$ cat src/rtl/tt_sweep_pkg.sv
// Shared types and width helpers for the tt_sweep truth-table sweeper.
package tt_sweep_pkg;

    typedef enum logic [1:0] {
        IDLE = 2'd0,
        WAIT = 2'd1,
        DONE = 2'd2
    } sweep_state_t;

    function automatic int tt_width(input int n);
        return 32'sd1 << n;
    endfunction

    // A settle count of zero still needs a one-bit counter.
    function automatic int cnt_width(input int settle);
        return (settle < 32'sd1) ? 32'sd1 : $clog2(settle + 32'sd1);
    endfunction

endpackage

$ cat src/rtl/tt_sweep_if.sv
// Stimulus/capture bundle between tt_sweep (slave side) and its controller/function block.
interface tt_sweep_if import tt_sweep_pkg::*; #(
    parameter int N_IN = 3
);
    localparam int TT_W = tt_width(N_IN);

    logic            start;
    logic [N_IN-1:0] stim;
    logic            F;
    logic            busy;
    logic            done;
    logic [TT_W-1:0] tt;
    logic            mismatch;

    modport master (output start, F, input stim, busy, done, tt, mismatch);
    modport slave  (input start, F, output stim, busy, done, tt, mismatch);
endinterface

$ cat src/rtl/tt_settle_timer.sv
// Loadable down-counter that holds each stimulus vector for SETTLE extra cycles.
module tt_settle_timer #(
    parameter int SETTLE = 1,
    parameter int W      = 1
) (
    input  logic clk,
    input  logic rst,
    input  logic load,
    input  logic dec,
    output logic zero
);
    localparam logic [W-1:0] LOAD_VAL = W'(SETTLE);

    logic [W-1:0] cnt_r;

    // Count register: load wins over decrement, and decrement stops at zero.
    always_ff @(posedge clk) begin
        if (rst) begin
            cnt_r <= {W{1'b0}};
        end else if (load) begin
            cnt_r <= LOAD_VAL;
        end else if (dec && (cnt_r != {W{1'b0}})) begin
            cnt_r <= cnt_r - W'(1);
        end else begin
            cnt_r <= cnt_r;
        end
    end

    assign zero = (cnt_r == {W{1'b0}});
endmodule

$ cat src/rtl/tt_sweep.sv
// Sweeps a combinational block's inputs in ascending order and captures its truth table.
// Optional expected-table comparator enabled by defining TT_SWEEP_CHECK_EN.
module tt_sweep import tt_sweep_pkg::*; #(
    parameter int                          N_IN   = 3,
    parameter int                          SETTLE = 1,
    parameter logic [tt_width(N_IN)-1:0]   EXP_TT = {tt_width(N_IN){1'b0}}
) (
    input  logic         clk,
    input  logic         rst,
    tt_sweep_if.slave    bus
);
    localparam int              TT_W      = tt_width(N_IN);
    localparam int              CW        = cnt_width(SETTLE);
    localparam logic [N_IN-1:0] STIM_LAST = {N_IN{1'b1}};

    sweep_state_t    state_r;
    logic [N_IN-1:0] stim_r;
    logic [TT_W-1:0] tt_r;
    logic [TT_W-1:0] tt_next_s;
    logic            busy_r;
    logic            done_r;
    logic            zero_s;
    logic            load_s;
    logic            dec_s;
    logic            last_s;

    // Next table value and settle-timer controls derived from the current state.
    always_comb begin
        tt_next_s         = tt_r;
        tt_next_s[stim_r] = bus.F;
        last_s            = (stim_r == STIM_LAST);
        load_s            = 1'b0;
        dec_s             = 1'b0;
        case (state_r)
            IDLE: load_s = bus.start;
            WAIT: begin
                if (zero_s) begin
                    load_s = !last_s;
                end else begin
                    dec_s = 1'b1;
                end
            end
            default: begin
                load_s = 1'b0;
                dec_s  = 1'b0;
            end
        endcase
    end

    tt_settle_timer #(
        .SETTLE (SETTLE),
        .W      (CW)
    ) u_timer (
        .clk  (clk),
        .rst  (rst),
        .load (load_s),
        .dec  (dec_s),
        .zero (zero_s)
    );

    // Sweep controller; the terminal compare stops stim before it could wrap.
    always_ff @(posedge clk) begin
        if (rst) begin
            state_r <= IDLE;
            stim_r  <= {N_IN{1'b0}};
            tt_r    <= {TT_W{1'b0}};
            busy_r  <= 1'b0;
            done_r  <= 1'b0;
        end else begin
            case (state_r)
                IDLE: begin
                    if (bus.start) begin
                        stim_r  <= {N_IN{1'b0}};
                        tt_r    <= {TT_W{1'b0}};
                        busy_r  <= 1'b1;
                        state_r <= WAIT;
                    end
                end
                WAIT: begin
                    if (zero_s) begin
                        tt_r <= tt_next_s;
                        if (last_s) begin
                            busy_r  <= 1'b0;
                            done_r  <= 1'b1;
                            state_r <= DONE;
                        end else begin
                            stim_r <= stim_r + N_IN'(1);
                        end
                    end
                end
                DONE: begin
                    done_r  <= 1'b0;
                    stim_r  <= {N_IN{1'b0}};
                    state_r <= IDLE;
                end
                default: begin
                    busy_r  <= 1'b0;
                    done_r  <= 1'b0;
                    state_r <= IDLE;
                end
            endcase
        end
    end

`ifdef TT_SWEEP_CHECK_EN
    logic mismatch_r;

    // Compare the completed table (including the final sample) against EXP_TT.
    always_ff @(posedge clk) begin
        if (rst) begin
            mismatch_r <= 1'b0;
        end else if ((state_r == IDLE) && bus.start) begin
            mismatch_r <= 1'b0;
        end else if ((state_r == WAIT) && zero_s && last_s) begin
            mismatch_r <= (tt_next_s != EXP_TT);
        end else begin
            mismatch_r <= mismatch_r;
        end
    end

    assign bus.mismatch = mismatch_r;
`else
    // Constant zero; the EXP_TT term folds away and builds no comparator.
    assign bus.mismatch = 1'b0 & (^EXP_TT);
`endif

    assign bus.stim = stim_r;
    assign bus.busy = busy_r;
    assign bus.done = done_r;
    assign bus.tt   = tt_r;
endmodule
$ cat src/flat_wrapper.sv
// flat-port wrapper written by rule: the top's interface ports become plain ports
module tt_sweep_flat import tt_sweep_pkg::*;
#(
    parameter int                          N_IN   = 3,
    parameter int                          SETTLE = 1,
    parameter logic [tt_width(N_IN)-1:0]   EXP_TT = {tt_width(N_IN){1'b0}}
)
  (clk, rst, bus_start, bus_F, bus_stim, bus_busy, bus_done, bus_tt, bus_mismatch);
  tt_sweep_if #(.N_IN(N_IN)) bus_i ();
  input  logic clk;
  input  logic rst;
  input wire logic [$bits(bus_i.start)-1:0] bus_start;
  input wire logic [$bits(bus_i.F)-1:0] bus_F;
  output wire logic [$bits(bus_i.stim)-1:0] bus_stim;
  output wire logic [$bits(bus_i.busy)-1:0] bus_busy;
  output wire logic [$bits(bus_i.done)-1:0] bus_done;
  output wire logic [$bits(bus_i.tt)-1:0] bus_tt;
  output wire logic [$bits(bus_i.mismatch)-1:0] bus_mismatch;
  assign bus_i.start = bus_start;
  assign bus_i.F = bus_F;
  assign bus_stim = bus_i.stim;
  assign bus_busy = bus_i.busy;
  assign bus_done = bus_i.done;
  assign bus_tt = bus_i.tt;
  assign bus_mismatch = bus_i.mismatch;
  tt_sweep #(.N_IN(N_IN), .SETTLE(SETTLE), .EXP_TT(EXP_TT)) u_core (.clk(clk), .rst(rst), .bus(bus_i));
endmodule
$ cat config.mk
export PLATFORM = sky130hd
export DESIGN_NAME = tt_sweep_flat
export DESIGN_NICKNAME = d
export VERILOG_FILES = /design/src/rtl/tt_sweep_pkg.sv /design/src/rtl/tt_sweep_if.sv /design/src/rtl/tt_settle_timer.sv /design/src/rtl/tt_sweep.sv /design/src/flat_wrapper.sv
export SDC_FILE = /design/constraint.sdc
export NUM_CORES = 1
export LEC_CHECK = 0
export BUFFER_PORTS_ARGS = -buffer_cell sky130_fd_sc_hd__buf_2
export CELL_PAD_IN_SITES_DETAIL_PLACEMENT = 1
export CELL_PAD_IN_SITES_GLOBAL_PLACEMENT = 2
export CORE_ASPECT_RATIO = 0.9
export CORE_UTILIZATION = 25
export CTS_BUF_LIST = sky130_fd_sc_hd__clkbuf_4 sky130_fd_sc_hd__clkbuf_8
export CTS_CLUSTER_SIZE = 14
export DETAILED_ROUTE_END_ITERATION = 6
export GPL_TIMING_DRIVEN = 0
export HOLD_SLACK_MARGIN = 0.08
export PLACE_DENSITY_LB_ADDON = 0.25
export SLEW_MARGIN = 20
export SYNTH_ARGS = -nofsm -noshare
export SYNTH_HDL_FRONTEND = slang
export SYNTH_SLANG_ARGS = --single-unit
$ cat constraint.sdc
create_clock -name clk -period 3.1 [get_ports clk]
set_clock_uncertainty 0.1 [all_clocks]
set_input_delay 0.31 -clock clk [delete_from_list [all_inputs] [get_ports clk]]
set_output_delay 0.31 -clock clk [all_outputs]
set_load 0.02 [all_outputs]
## Yosys cells after proc, flatten, opt, wreduce, memory -nomap -nowiden

Index checks and enable logic that the tools add are counted.
Widths: inputs -> output; s select.

| word-level totals | value |
|---|---|
| register bits after elaboration | 16 |
| output and inout port bits | 14 |

| cells by class | value |
|---|---|
| add/sub/neg operators | 2 |
| $lt $le $gt $ge | 2 |
| equal/unequal tests | 7 |
| mux-type cells | 27 |
| bitwise gates (word level) | 2 |
| reductions and logical operators | 12 |

Operator list:

| cell | number |
|---|---|
| $mux 8 | 2 |
| $pmux 8 s2 | 1 |
| $mux 1 | 11 |
| $mux 3 | 3 |
| $pmux 3 s3 | 1 |
| $reduce_and 3->1 | 3 |
| $bwmux 8 | 1 |
| $reduce_and 4->1 | 2 |
| $mux 2 | 3 |
| $ne 2x2->1 const B | 3 |
| $lt 3x4->1 const B | 1 |
| $pmux 1 s2 | 2 |
| $pmux 2 s2 | 1 |
| $reduce_bool 2->1 | 2 |
| $add 3x1->3 const B | 1 |
| $demux 1 s3 | 1 |
| $eq 3x3->1 const B | 1 |
| $ge 3x1->1 const B | 1 |
| $pmux 1 s3 | 1 |
| $reduce_bool 3->1 | 1 |
| $eq 2x1->1 const B | 1 |
| $eq 2x2->1 const B | 1 |
| $logic_and 1x1->1 | 2 |
| $logic_not 2->1 | 1 |
| 4 further kinds | 5 |

## Logic depth before layout (Yosys ltp)

Gate-level depths: netlist (run 1).

| logic depth | value |
|---|---|
| depth after elaboration | 7 |
| depth in mapped cells | 6 |
| depth with buffers taken out | 6 |

## By module

From an unflattened synthesis (run 1), not the netlist that was laid out.

| unflattened totals | value |
|---|---|
| cell total of the unflattened synthesis | 103 |
| area total of the unflattened synthesis | 920.9 sq um |

By module, submodules not included:

| module | instances | cells each | area an instance (sq um) | seq. area each (sq um) |
|---|---|---|---|---|
| tt_sweep | 1 | 98 | 878.3 | 300.3 |
| tt_settle_timer | 1 | 5 | 42.5 | 20.0 |

## Worst setup path after synthesis (run 1)

No wires, ideal clock.

| path | value |
|---|---|
| path type | reg2reg |
| from | register u_core.stim_r[0] (netlist: u_core.bus.stim[0]) |
| to | register u_core.stim_r[0] (netlist: u_core.bus.stim[0]) |
| setup time | 0.128 ns |
| arrival time | 1.458 ns |
| data required time | 2.872 ns |
| path slack | 1.414 ns |
| stages on the path, launching flop included | 6 |
| path buffers | 0 |
| period minus slack after synthesis | 1.686 ns |
| cell sequence | dfxtp_1 > ha_1 > ha_1 > o32ai_2 > mux2i_1 > nor2_1 |

| between the ends | value |
|---|---|
| word-level cells in the longest chain between the ends | 4 |
| elaborated cells between the ends (all ways) | 7 |
| those cells by class | add/sub: 1; eq/ne: 2; mux: 3; reduce/logical: 1 |

Ends and longest elaborated chain:

| element | line | text |
|---|---|---|
| from (decl) | tt_sweep.sv:17 | `logic [N_IN-1:0] stim_r;` |
| from (signal assigned) | tt_sweep.sv:65 | `stim_r <= {N_IN{1'b0}};` |
| from (signal assigned) | tt_sweep.sv:73 | `stim_r <= {N_IN{1'b0}};` |
| from (signal assigned) | tt_sweep.sv:87 | `stim_r <= stim_r + N_IN'(1);` |
| $add 3x1->3 | tt_sweep.sv:87 |  |
| $mux 3 | tt_sweep.sv:82 | `if (last_s) begin` |
| $mux 3 | tt_sweep.sv:80 | `if (zero_s) begin` |
| $pmux 3 s3 | tt_sweep.sv:70 | `case (state_r)` |

Several ways; a longest one is shown, not always the timed one. The select of a mux whose other input is x is not followed.
A chain may end at the register's enable or synchronous reset.

## Worst setup path after layout (run 1)

| path | value |
|---|---|
| from | register u_core.stim_r[0] (netlist: u_core.bus.stim[0]) |
| to | register u_core.stim_r[2] (netlist: u_core.bus.stim[2]) |

Same word-level chain as after synthesis.

==> impl_metrics.py, run 1 <==
metrics = {
    "run_status": {
        "outcome": "completed",
    },
    "worst_setup_path": {
        "cp_max_fo": 6,
        "cp-endpoint": "u_core.bus.stim[2]",
        "startpoint_type": "register",
        "timing.rr.start": "u_core.bus.stim[0]",
        "arrival_ns": 1.84,
        "path_common_cell": "ha_1",
        "required_ns": 3.16,
        "cp_cell_sequence": "ha_1, ha_1, o32ai_2, mux2i_1, nor2_1",
        "rr_endpoint": "u_core.bus.stim[2]",
        "setup.worst_path.start": "u_core.bus.stim[0]",
        "worstSetupPathType": "register to register",
        "max_stage_delay_ns": 0.44,
        "critPathCaptureType": "register",
        "worst-r2r-cell-count": 5,
        "critPathSlowestCell": "o32ai_2",
        "reg2reg_slack_ns": 1.32,
    },
    "route": {
        "routed_wl_um": 2040,
        "post_drt_wl_per_cell_um": 12.9,
        "vias": 750,
        "drt_iter0_drc": 2,
        "drc_errors": 0,
        "viasPerCell": 4.75,
        "dr.pass1.iters": 2,
        "ant_nets": 0,
    },
    "power_and_ir_drop": {
        "total_power_mw": 0.379,
        "power_density_nw_per_um2": 401,
        "ir_drop_v": 0.000188,
        "leakage_nw": 0.390,
    },
    "grt": {
        "antenna_found_initial": 0,
        "grt_use_total": 0.129,
        "grt_first_pass_wirelength_um": 3220,
        "gr-total-overflow": 0,
        "grt_max_degree": 11,
        "first_global_vias": 703,
    },
    "cts": {
        "clk_pin_slew_worst_paths_ns": 0.09,
        "cts.repair.resized": 0,
        "root_buffer": "clkbuf_4",
        "cts_tree": "built",
        "clock_path_buffers": 2,
        "hold_buffers": 0,
        "clk_latency_ns": 0.28,
        "clock_sinks": 16,
        "h-tree-depth": 1,
        "cts_setup_buffers": 0,
        "cts_made_buffers": 3,
    },
    "floorplanning": {
        "io_pins": 18,
        "core_area_um2": 2880,
        "die_w_um": 61.3,
        "dieArea_um2": 3400,
        "rows": 18,
        "die_h_um": 55.4,
        "initial_core_util": 0.275,
    },
    "yosys": {
        "synth-seq-cells": 16,
        "syn_avg_cell_area_um2": 8.00,
        "synth_edf_count": 0,
        "synth.area.top_cells": "dfxtp_1 40%, nor2_1 7.1%, a21oi_1 6.3%",
        "netlist_instances": 99,
        "synth_area_um2": 792,
        "seq_area_frac_synth": 0.404,
        "syn_nets": 105,
        "yosysMostFrequentCell": "dfxtp_1",
        "synth_area_leader_cell": "dfxtp_1",
        "synth_top_cells_by_count": "16 x dfxtp_1, 15 x nor2_1, 10 x a21oi_1, 8 x nand2_1, 5 x o21ai_0",
        "yosysWarningCount": 0,
        "async_flop_share": 0,
        "yosysUniqueCellTypes": 27,
        "ys.flop_type": "dfxtp_1",
        "yosysTopAreaCellShare": 0.404,
    },
    "sta": {
        "fin_crit_sh": 0.575,
        "rsz0062_at_grt": "false",
        "timing.setup.tns_ns": 0,
        "fmax_ghz": 0.561,
        "finalCriticalPeriod_ns": 1.78,
        "hold_slack_ns": 0.175,
        "hold_violations": 0,
        "setup_viol": 0,
        "worst_slew_pin_slew_ns": 0.509,
        "slew_violations": 0,
        "slew_headroom": 0.661,
    },
    "finish": {
        "diodes": 0,
        "drive_above_1_share": 0.203,
        "layout.nets": 126,
        "area_growth_pct": 19.3,
    },
    "placement": {
        "port_buffers": 16,
        "place_hpwl_um": 1480,
        "place.gp.congestion": 0.710,
    },
    "flow_run": {
        "max_cap_viol_count": 0,
    },
    "min_path": {
        "hold_depth": 2,
        "min_path_type": "primary input to register",
    },
}
[per-stage QoR]
step                cells  worst slack [ns]  cell area [um^2]   util
finish                158              1.32               945  0.328
global route          158              1.22               945  0.328
global placement      155              1.34               922  0.320
floorplan              99              1.41               792      -
detailed placement    155              1.35               922  0.320
CTS                   158              1.32               945  0.328
[per-layer routing]
metal  vias to the layer above  wire (um)  global-route usage  share of wire
met2                        10       1010               0.208           0.49
met4                         0         15              0.0190         0.0073
met1                       356        950               0.168           0.47
met5                         -          0                   0              0
li1                        382          -                   -              -
met3                         2         69              0.0422          0.034
[worst max-delay path, delay by kind of cell (launching register included)]
family | cells | cell delay, ns
and+or+nand+nor | 1 | 0.05
DFF | 1 | 0.35
AOI/OAI and AO/OA | 1 | 0.44
adders and majority gates | 2 | 0.47
muxes | 1 | 0.25
[report_power, final]
group / switching [mW] / internal [mW] / leakage (nW)
registers: 0.00585 / 0.211 / 0.130
logic: 0.0328 / 0.0191 / 0.247
clock network: 0.0656 / 0.0451 / 0.0138
total: 0.104 / 0.275 / 0.390
[how the worst min path moves through the flow]
| stage | startpoint | end | slack [ns] |
|---|---|---|---|
| after floorplan | rst | u_core.bus.tt[2] | 0.28 |
| final | rst | u_core.bus.tt[4] | 0.17 |
| after detailed placement | u_core.bus.tt[1] | u_core.bus.tt[1] | 0.37 |
| after global placement | u_core.bus.tt[1] | u_core.bus.tt[1] | 0.35 |
| after CTS | rst | u_core.bus.tt[4] | 0.17 |
| after global routing | rst | u_core.bus.tt[3] | 0.18 |
[flip-flops by register name, indices dropped and copies added (netlist names)]
signal,flops
u_core.bus.done,1
u_core.u_timer.cnt_r,1
u_core.state_r,2
u_core.bus.busy,1
u_core.bus.tt,8
u_core.bus.stim,3
[area by class of cell]
cell class                 count  area [um^2]
clock buffer                   3         22.5
fill                         403         1940
multi-input combinational     72          424
tap                           40         50.0
buffer                         7         32.5
sequential                    16          320
timing repair buffer          16         80.1
inverter                       4         15.0
[kinds of logic after synthesis]
family,count (synthesis),synth area share
DFF,16,0.404
and+or+nand+nor,38,0.227
other,1,0.00473
adders and majority gates,2,0.0316
buffers and inverters,11,0.0600
AOI/OAI and AO/OA,27,0.220
muxes,4,0.0521
[cell usage in the layout, fill, tap and decap left out, drive strengths merged]
cell	count
nand3	4
o21ai	6
a21o	1
nand4bb	1
dfxtp	16
inv	4
mux2i	3
o31a	4
a22oi	1
a31oi	3
mux2	1
conb	1
and3	1
o32ai	1
nor3	2
buf	19
ha	2
nor2	15
a21oi	10
clkbuf	7
nand3b	2
nand2	8
a2111oi	1
nor2b	2
nand2b	3
(Power assumes the default switching activity.)
==> run 2: changes to the inputs <==
==> constraint.sdc (replaced) <==
create_clock -name clk -period 1.74 [get_ports clk]
set_clock_uncertainty 0.1 [all_clocks]
set_input_delay 0.174 -clock clk [delete_from_list [all_inputs] [get_ports clk]]
set_output_delay 0.174 -clock clk [all_outputs]
set_load 0.02 [all_outputs]
==> impl_metrics.py, run 2 (synthesis results as in run 1) <==
metrics = {
    "power_and_ir_drop": {
        "power_density_nw_per_um2": 703,
        "leakage_nw": 0.396,
        "ir_drop_v": 0.000347,
    },
    "floorplanning": {
        "die_h_um": 55.4,
        "initial_core_util": 0.275,
        "io_pins": 18,
        "rows": 18,
        "dieArea_um2": 3400,
        "die_w_um": 61.3,
        "core_area_um2": 2880,
    },
    "finish": {
        "multi_input_area_um2": 440,
        "final_area_um2": 982,
        "largest_reg_flops": 8,
        "diodes": 0,
        "regArea_um2": 322,
        "final_common_cell": "buf_2",
        "area_growth_pct": 24.0,
        "fin_cells": 160,
        "mostFrequentLayoutCells": "18 x buf_2, 15 x dfxtp_1, 14 x nor2_1, 10 x a21oi_1, 8 x nand2_1",
        "layout.nets": 128,
        "fillCellCount": 403,
        "drive_above_1_share": 0.225,
    },
    "cts": {
        "cts_setup_buffers": 0,
        "clk_latency_ns": 0.29,
        "h-tree-depth": 1,
        "cts_made_buffers": 3,
        "clock_sinks": 16,
        "cts_tree": "built",
        "clk_pin_slew_worst_paths_ns": 0.10,
        "clock_path_buffers": 2,
        "root_buffer": "clkbuf_4",
    },
    "flow_run": {
        "max_cap_viol_count": 0,
    },
    "grt": {
        "gr-total-overflow": 0,
        "grt_max_degree": 11,
        "grt_use_total": 0.132,
        "grt_first_pass_wirelength_um": 3330,
        "antenna_found_initial": 0,
        "first_global_vias": 729,
    },
    "sta": {
        "slew_headroom": 0.659,
        "rsz0062_at_grt": "false",
        "setup_viol": 0,
        "fin_crit_sh": 0.924,
        "fmax_ghz": 0.622,
        "slew_violations": 0,
        "hold_violations": 0,
        "worst_slack_ns": 0.132,
        "timing.setup.tns_ns": 0,
        "finalCriticalPeriod_ns": 1.61,
        "worst_slew_pin_slew_ns": 0.511,
    },
    "route": {
        "routed_wl_um": 2060,
        "viasPerCell": 4.75,
        "dr.pass1.iters": 2,
        "ant_nets": 0,
        "drt_iter0_drc": 4,
        "vias": 760,
        "drc_errors": 0,
        "post_drt_wl_per_cell_um": 12.9,
    },
    "worst_setup_path": {
        "required_ns": 1.81,
        "reg2reg_slack_ns": 0.13,
        "worstSetupPathType": "register to register",
        "startpoint_type": "register",
        "timing.rr.start": "u_core.state_r[1]",
        "arrival_ns": 1.67,
        "worst-r2r-cell-count": 5,
        "cp_max_fo": 10,
        "setup.worst_path.start": "u_core.state_r[1]",
        "rr_endpoint": "u_core.bus.stim[2]",
        "critPathCaptureType": "register",
    },
    "run_status": {
        "outcome": "completed",
    },
    "placement": {
        "port_buffers": 16,
        "place.gp.congestion": 0.710,
        "place_inst": 155,
        "place_hpwl_um": 1480,
        "pre_cts_ws_ns": -0.0136,
        "post_dp_cell_area_um2": 922,
    },
    "min_path": {
        "min_from": "u_core.bus.tt[1]",
        "min_path_type": "register to register",
        "holdPathEnd": "u_core.bus.tt[1]",
        "hold_depth": 2,
    },
}
[run 2: changes by cell type in the layout (fill, tap and decap cells not counted), sizes merged]
cell         before  now
dlygate4sd3       0    2
[run 2: area by class of cell]
type	count	share of cell area
Clock buffer	3	0.0229
Tap cell	40	0.0510
Multi-Input combinational cell	72	0.448
Timing Repair Buffer	18	0.102
Inverter	4	0.0153
Sequential cell	16	0.327
Buffer	7	0.0331
[run 2: power by group]
part           switching [mW]  total [mW]  internal, mW
Combinational          0.0604       0.100        0.0397
Sequential             0.0114       0.387         0.376
Clock                   0.123       0.204        0.0804
[run 2: how the worst max path moves through the flow]
stage                    endpoint  slack (ns)  cells after the start
2_1_floorplan  u_core.bus.stim[0]        0.05                      5
3_3_place_gp   u_core.bus.stim[1]       -0.02                      5
5_1_grt        u_core.bus.stim[2]       0.007                      5
4_1_cts        u_core.bus.stim[2]        0.03                      5
6_report       u_core.bus.stim[2]        0.13                      5
3_5_place_dp   u_core.bus.stim[2]       -0.01                      5
[run 2: metal layers]
layer	GRT usage	share of wire
met1	0.168	0.47
met4	0.0190	0.0073
met5	0	0
met2	0.220	0.49
met3	0.0422	0.031
[run 2: per-stage QoR]
stage,hold WS (ns),util,power [mW]
3_3_place_gp,0.341,0.320,0.486
4_1_cts,0.380,0.339,0.701
6_report,0.377,0.341,0.691
5_1_grt,0.404,0.341,0.722
3_5_place_dp,0.351,0.320,0.488
2_1_floorplan,0.143,-,0.457
[run 2: what timing repair did]
action                                 CTS  global route
pin swaps                                0             1
endpoints found under the hold margin    6             0
setup endpoints to repair                3             6
hold buffers                             2             0
gates resized for setup                  1             3
cloned                                   0             0
[run 2: worst max-delay path: stages (launching register included)]
cell	delay, ns
dfxtp_1	0.31
buf_2	0.17
nand2b_1	0.25
o32ai_4	0.37
mux2i_1	0.24
nor2_1	0.05
==> run 3: changes to the inputs <==
--- a/config.mk
+++ b/config.mk
@@ -14,9 +14,10 @@
 export CTS_CLUSTER_SIZE = 14
 export DETAILED_ROUTE_END_ITERATION = 6
 export GPL_TIMING_DRIVEN = 0
-export HOLD_SLACK_MARGIN = 0.08
+export HOLD_SLACK_MARGIN = 0.02
 export PLACE_DENSITY_LB_ADDON = 0.25
 export SLEW_MARGIN = 20
 export SYNTH_ARGS = -nofsm -noshare
 export SYNTH_HDL_FRONTEND = slang
+export SYNTH_HIERARCHICAL = 1
 export SYNTH_SLANG_ARGS = --single-unit
==> impl_metrics.py, run 3 <==
metrics = {
    "route": {
        "post_drt_wl_per_cell_um": 15.3,
        "vias": 858,
        "drc_errors": 0,
        "drt_iter0_drc": 20,
        "ant_nets": 0,
        "viasPerCell": 5.17,
        "dr.pass1.iters": 4,
        "routed_wl_um": 2550,
    },
    "yosys": {
        "yosysTopAreaCellShare": 0.348,
        "ys.flop_type": "dfxtp_1",
        "syn_nets": 109,
        "yosysMostFrequentCell": "dfxtp_1",
        "seq_area_frac_synth": 0.348,
        "synth_area_um2": 921,
        "synth_area_leader_cell": "dfxtp_1",
        "syn_avg_cell_area_um2": 8.94,
        "synth_edf_count": 0,
        "yosysUniqueCellTypes": 32,
        "synth.area.top_cells": "dfxtp_1 35%, buf_6 7.3%, a31oi_1 6.8%",
        "netlist_instances": 103,
        "synth_top_cells_by_count": "16 x dfxtp_1, 10 x a31oi_1, 8 x o21ai_1, 6 x a21oi_1, 6 x buf_6",
        "yosysWarningCount": 6,
        "async_flop_share": 0,
        "synth-seq-cells": 16,
    },
    "min_path": {
        "min_path_type": "primary input to register",
        "holdPathEnd": "u_core/u_timer/cnt_r",
        "hold_depth": 2,
        "min_from": "rst",
    },
    "floorplanning": {
        "rows": 20,
        "dieArea_um2": 3930,
        "initial_core_util": 0.267,
        "core_area_um2": 3450,
        "die_h_um": 59.6,
        "die_w_um": 66.0,
        "io_pins": 18,
    },
    "finish": {
        "final_common_cell": "buf_2",
        "drive_above_1_share": 0.279,
        "area_growth_pct": 19.2,
        "largest_reg_flops": 8,
        "mostFrequentLayoutCells": "17 x buf_2, 16 x dfxtp_1, 10 x a31oi_1, 8 x o21ai_1",
        "diodes": 0,
        "layout.nets": 130,
    },
    "grt": {
        "use_met1": 0.214,
        "grt_max_degree": 11,
        "use_met3": 0.0231,
        "top_usage_layer": "met1",
        "antenna_found_initial": 0,
        "first_global_vias": 791,
        "grtUsageMet2": 0.204,
        "grt_use_total": 0.144,
        "gr-total-overflow": 0,
        "grt_first_pass_wirelength_um": 4040,
    },
    "worst_setup_path": {
        "max_stage_delay_ns": 0.34,
        "rr_endpoint": "u_core/bus.stim[0]",
        "critPathSlowestCell": "dfxtp_1",
        "worstSetupPathType": "register to register",
        "path_buf_inv": 0,
        "startpoint_type": "register",
        "arrival_ns": 1.69,
        "critPathCaptureType": "register",
        "timing.rr.start": "u_core/bus.stim[0]",
        "reg2reg_slack_ns": 0.13,
        "worst-r2r-cell-count": 5,
        "cp_cell_sequence": "ha_1, ha_1, nand4bb_1, nand2b_1, a21oi_1",
        "cp_max_fo": 7,
        "required_ns": 1.82,
        "path_common_cell": "ha_1",
        "path_delay_family": "adder cells",
    },
    "cts": {
        "clk_latency_ns": 0.25,
        "cts_setup_buffers": 0,
        "h-tree-depth": 1,
        "clock_sinks": 16,
        "clock_path_buffers": 2,
        "cts_tree": "built",
        "cts.repair.resized": 0,
        "hold_buffers": 0,
        "root_buffer": "clkbuf_8",
        "cts_made_buffers": 3,
        "clk_pin_slew_worst_paths_ns": 0.07,
    },
    "power_and_ir_drop": {
        "total_power_mw": 0.791,
        "power_density_nw_per_um2": 721,
        "leakage_nw": 0.417,
        "ir_drop_v": 0.000261,
    },
    "sta": {
        "slew_violations": 0,
        "rsz0062_at_grt": "false",
        "fin_crit_sh": 0.927,
        "worst_slew_pin_slew_ns": 0.513,
        "timing.setup.tns_ns": 0,
        "fmax_ghz": 0.620,
        "slew_headroom": 0.658,
        "finalCriticalPeriod_ns": 1.61,
        "hold_violations": 0,
        "setup_viol": 0,
        "hold_slack_ns": 0.0723,
    },
    "flow_run": {
        "max_cap_viol_count": 0,
    },
    "placement": {
        "place_hpwl_um": 1740,
        "place.gp.congestion": 0.764,
        "port_buffers": 16,
    },
    "run_status": {
        "outcome": "completed",
    },
}
run 3: routing by layer:
layer / share of wire / wire length [um] / vias to the layer above
met5: 0 / 0 / -
met2: 0.46 / 1180 / 13
met1: 0.50 / 1270 / 423
met4: 0.0075 / 19 / 0
li1: - / - / 420
met3: 0.027 / 68 / 2
run 3: how the worst max path moves through the flow:
| stage | from | to | slack, ns | depth (start not counted) |
|---|---|---|---|---|
| floorplan | u_core/bus.stim[0] | u_core/bus.stim[0] | 0.22 | 5 |
| global placement | u_core/bus.stim[0] | u_core/bus.stim[0] | 0.15 | 5 |
| global route | u_core/bus.stim[0] | u_core/bus.stim[0] | 0.02 | 5 |
| CTS | u_core/bus.stim[0] | u_core/bus.stim[0] | 0.12 | 5 |
| detailed placement | u_core/bus.stim[0] | u_core/bus.stim[0] | 0.14 | 5 |
| finish | u_core/bus.stim[0] | u_core/bus.stim[0] | 0.13 | 5 |
run 3: logic make-up (layout without fill, tap and decap cells):
| kind of cell | Yosys count | count (layout) | share of synthesized area |
|---|---|---|---|
| buffers and inverters | 16 | 35 | 0.137 |
| multiplexers | 1 | 1 | 0.0245 |
| flip-flops | 16 | 16 | 0.348 |
| AO/OA/AOI/OAI | 33 | 33 | 0.220 |
| other | 1 | 1 | 0.00407 |
| AND/OR/NAND/NOR | 34 | 34 | 0.239 |
| adder cells (fa/ha/maj) | 2 | 2 | 0.0272 |
run 3: metrics by stage:
step / setup slack, ns / std cells / utilization / instance area (um^2)
final: 0.126 / 166 / 0.318 / 1100
after global routing: 0.0168 / 166 / 0.318 / 1100
after CTS: 0.115 / 166 / 0.318 / 1100
after detailed placement: 0.135 / 163 / 0.306 / 1060
after global placement: 0.151 / 163 / 0.306 / 1060
after floorplan: 0.224 / 103 / - / 921
run 3: final cells by class:
class | count | area [um^2]
fill | 434 | 2360
multi-input combinational | 71 | 474
sequential | 16 | 320
buffer | 10 | 104
timing repair buffer | 16 | 80.1
tap | 44 | 55.1
clock buffer | 3 | 41.3
inverter | 6 | 22.5
run 3: power breakdown:
part | switching (mW) | internal (mW) | leakage [nW] | total, mW
logic | 0.0764 | 0.0479 | 0.265 | 0.124
clock network | 0.130 | 0.153 | 0.0216 | 0.283
registers | 0.00722 | 0.376 | 0.130 | 0.383
total | 0.213 | 0.577 | 0.417 | 0.791
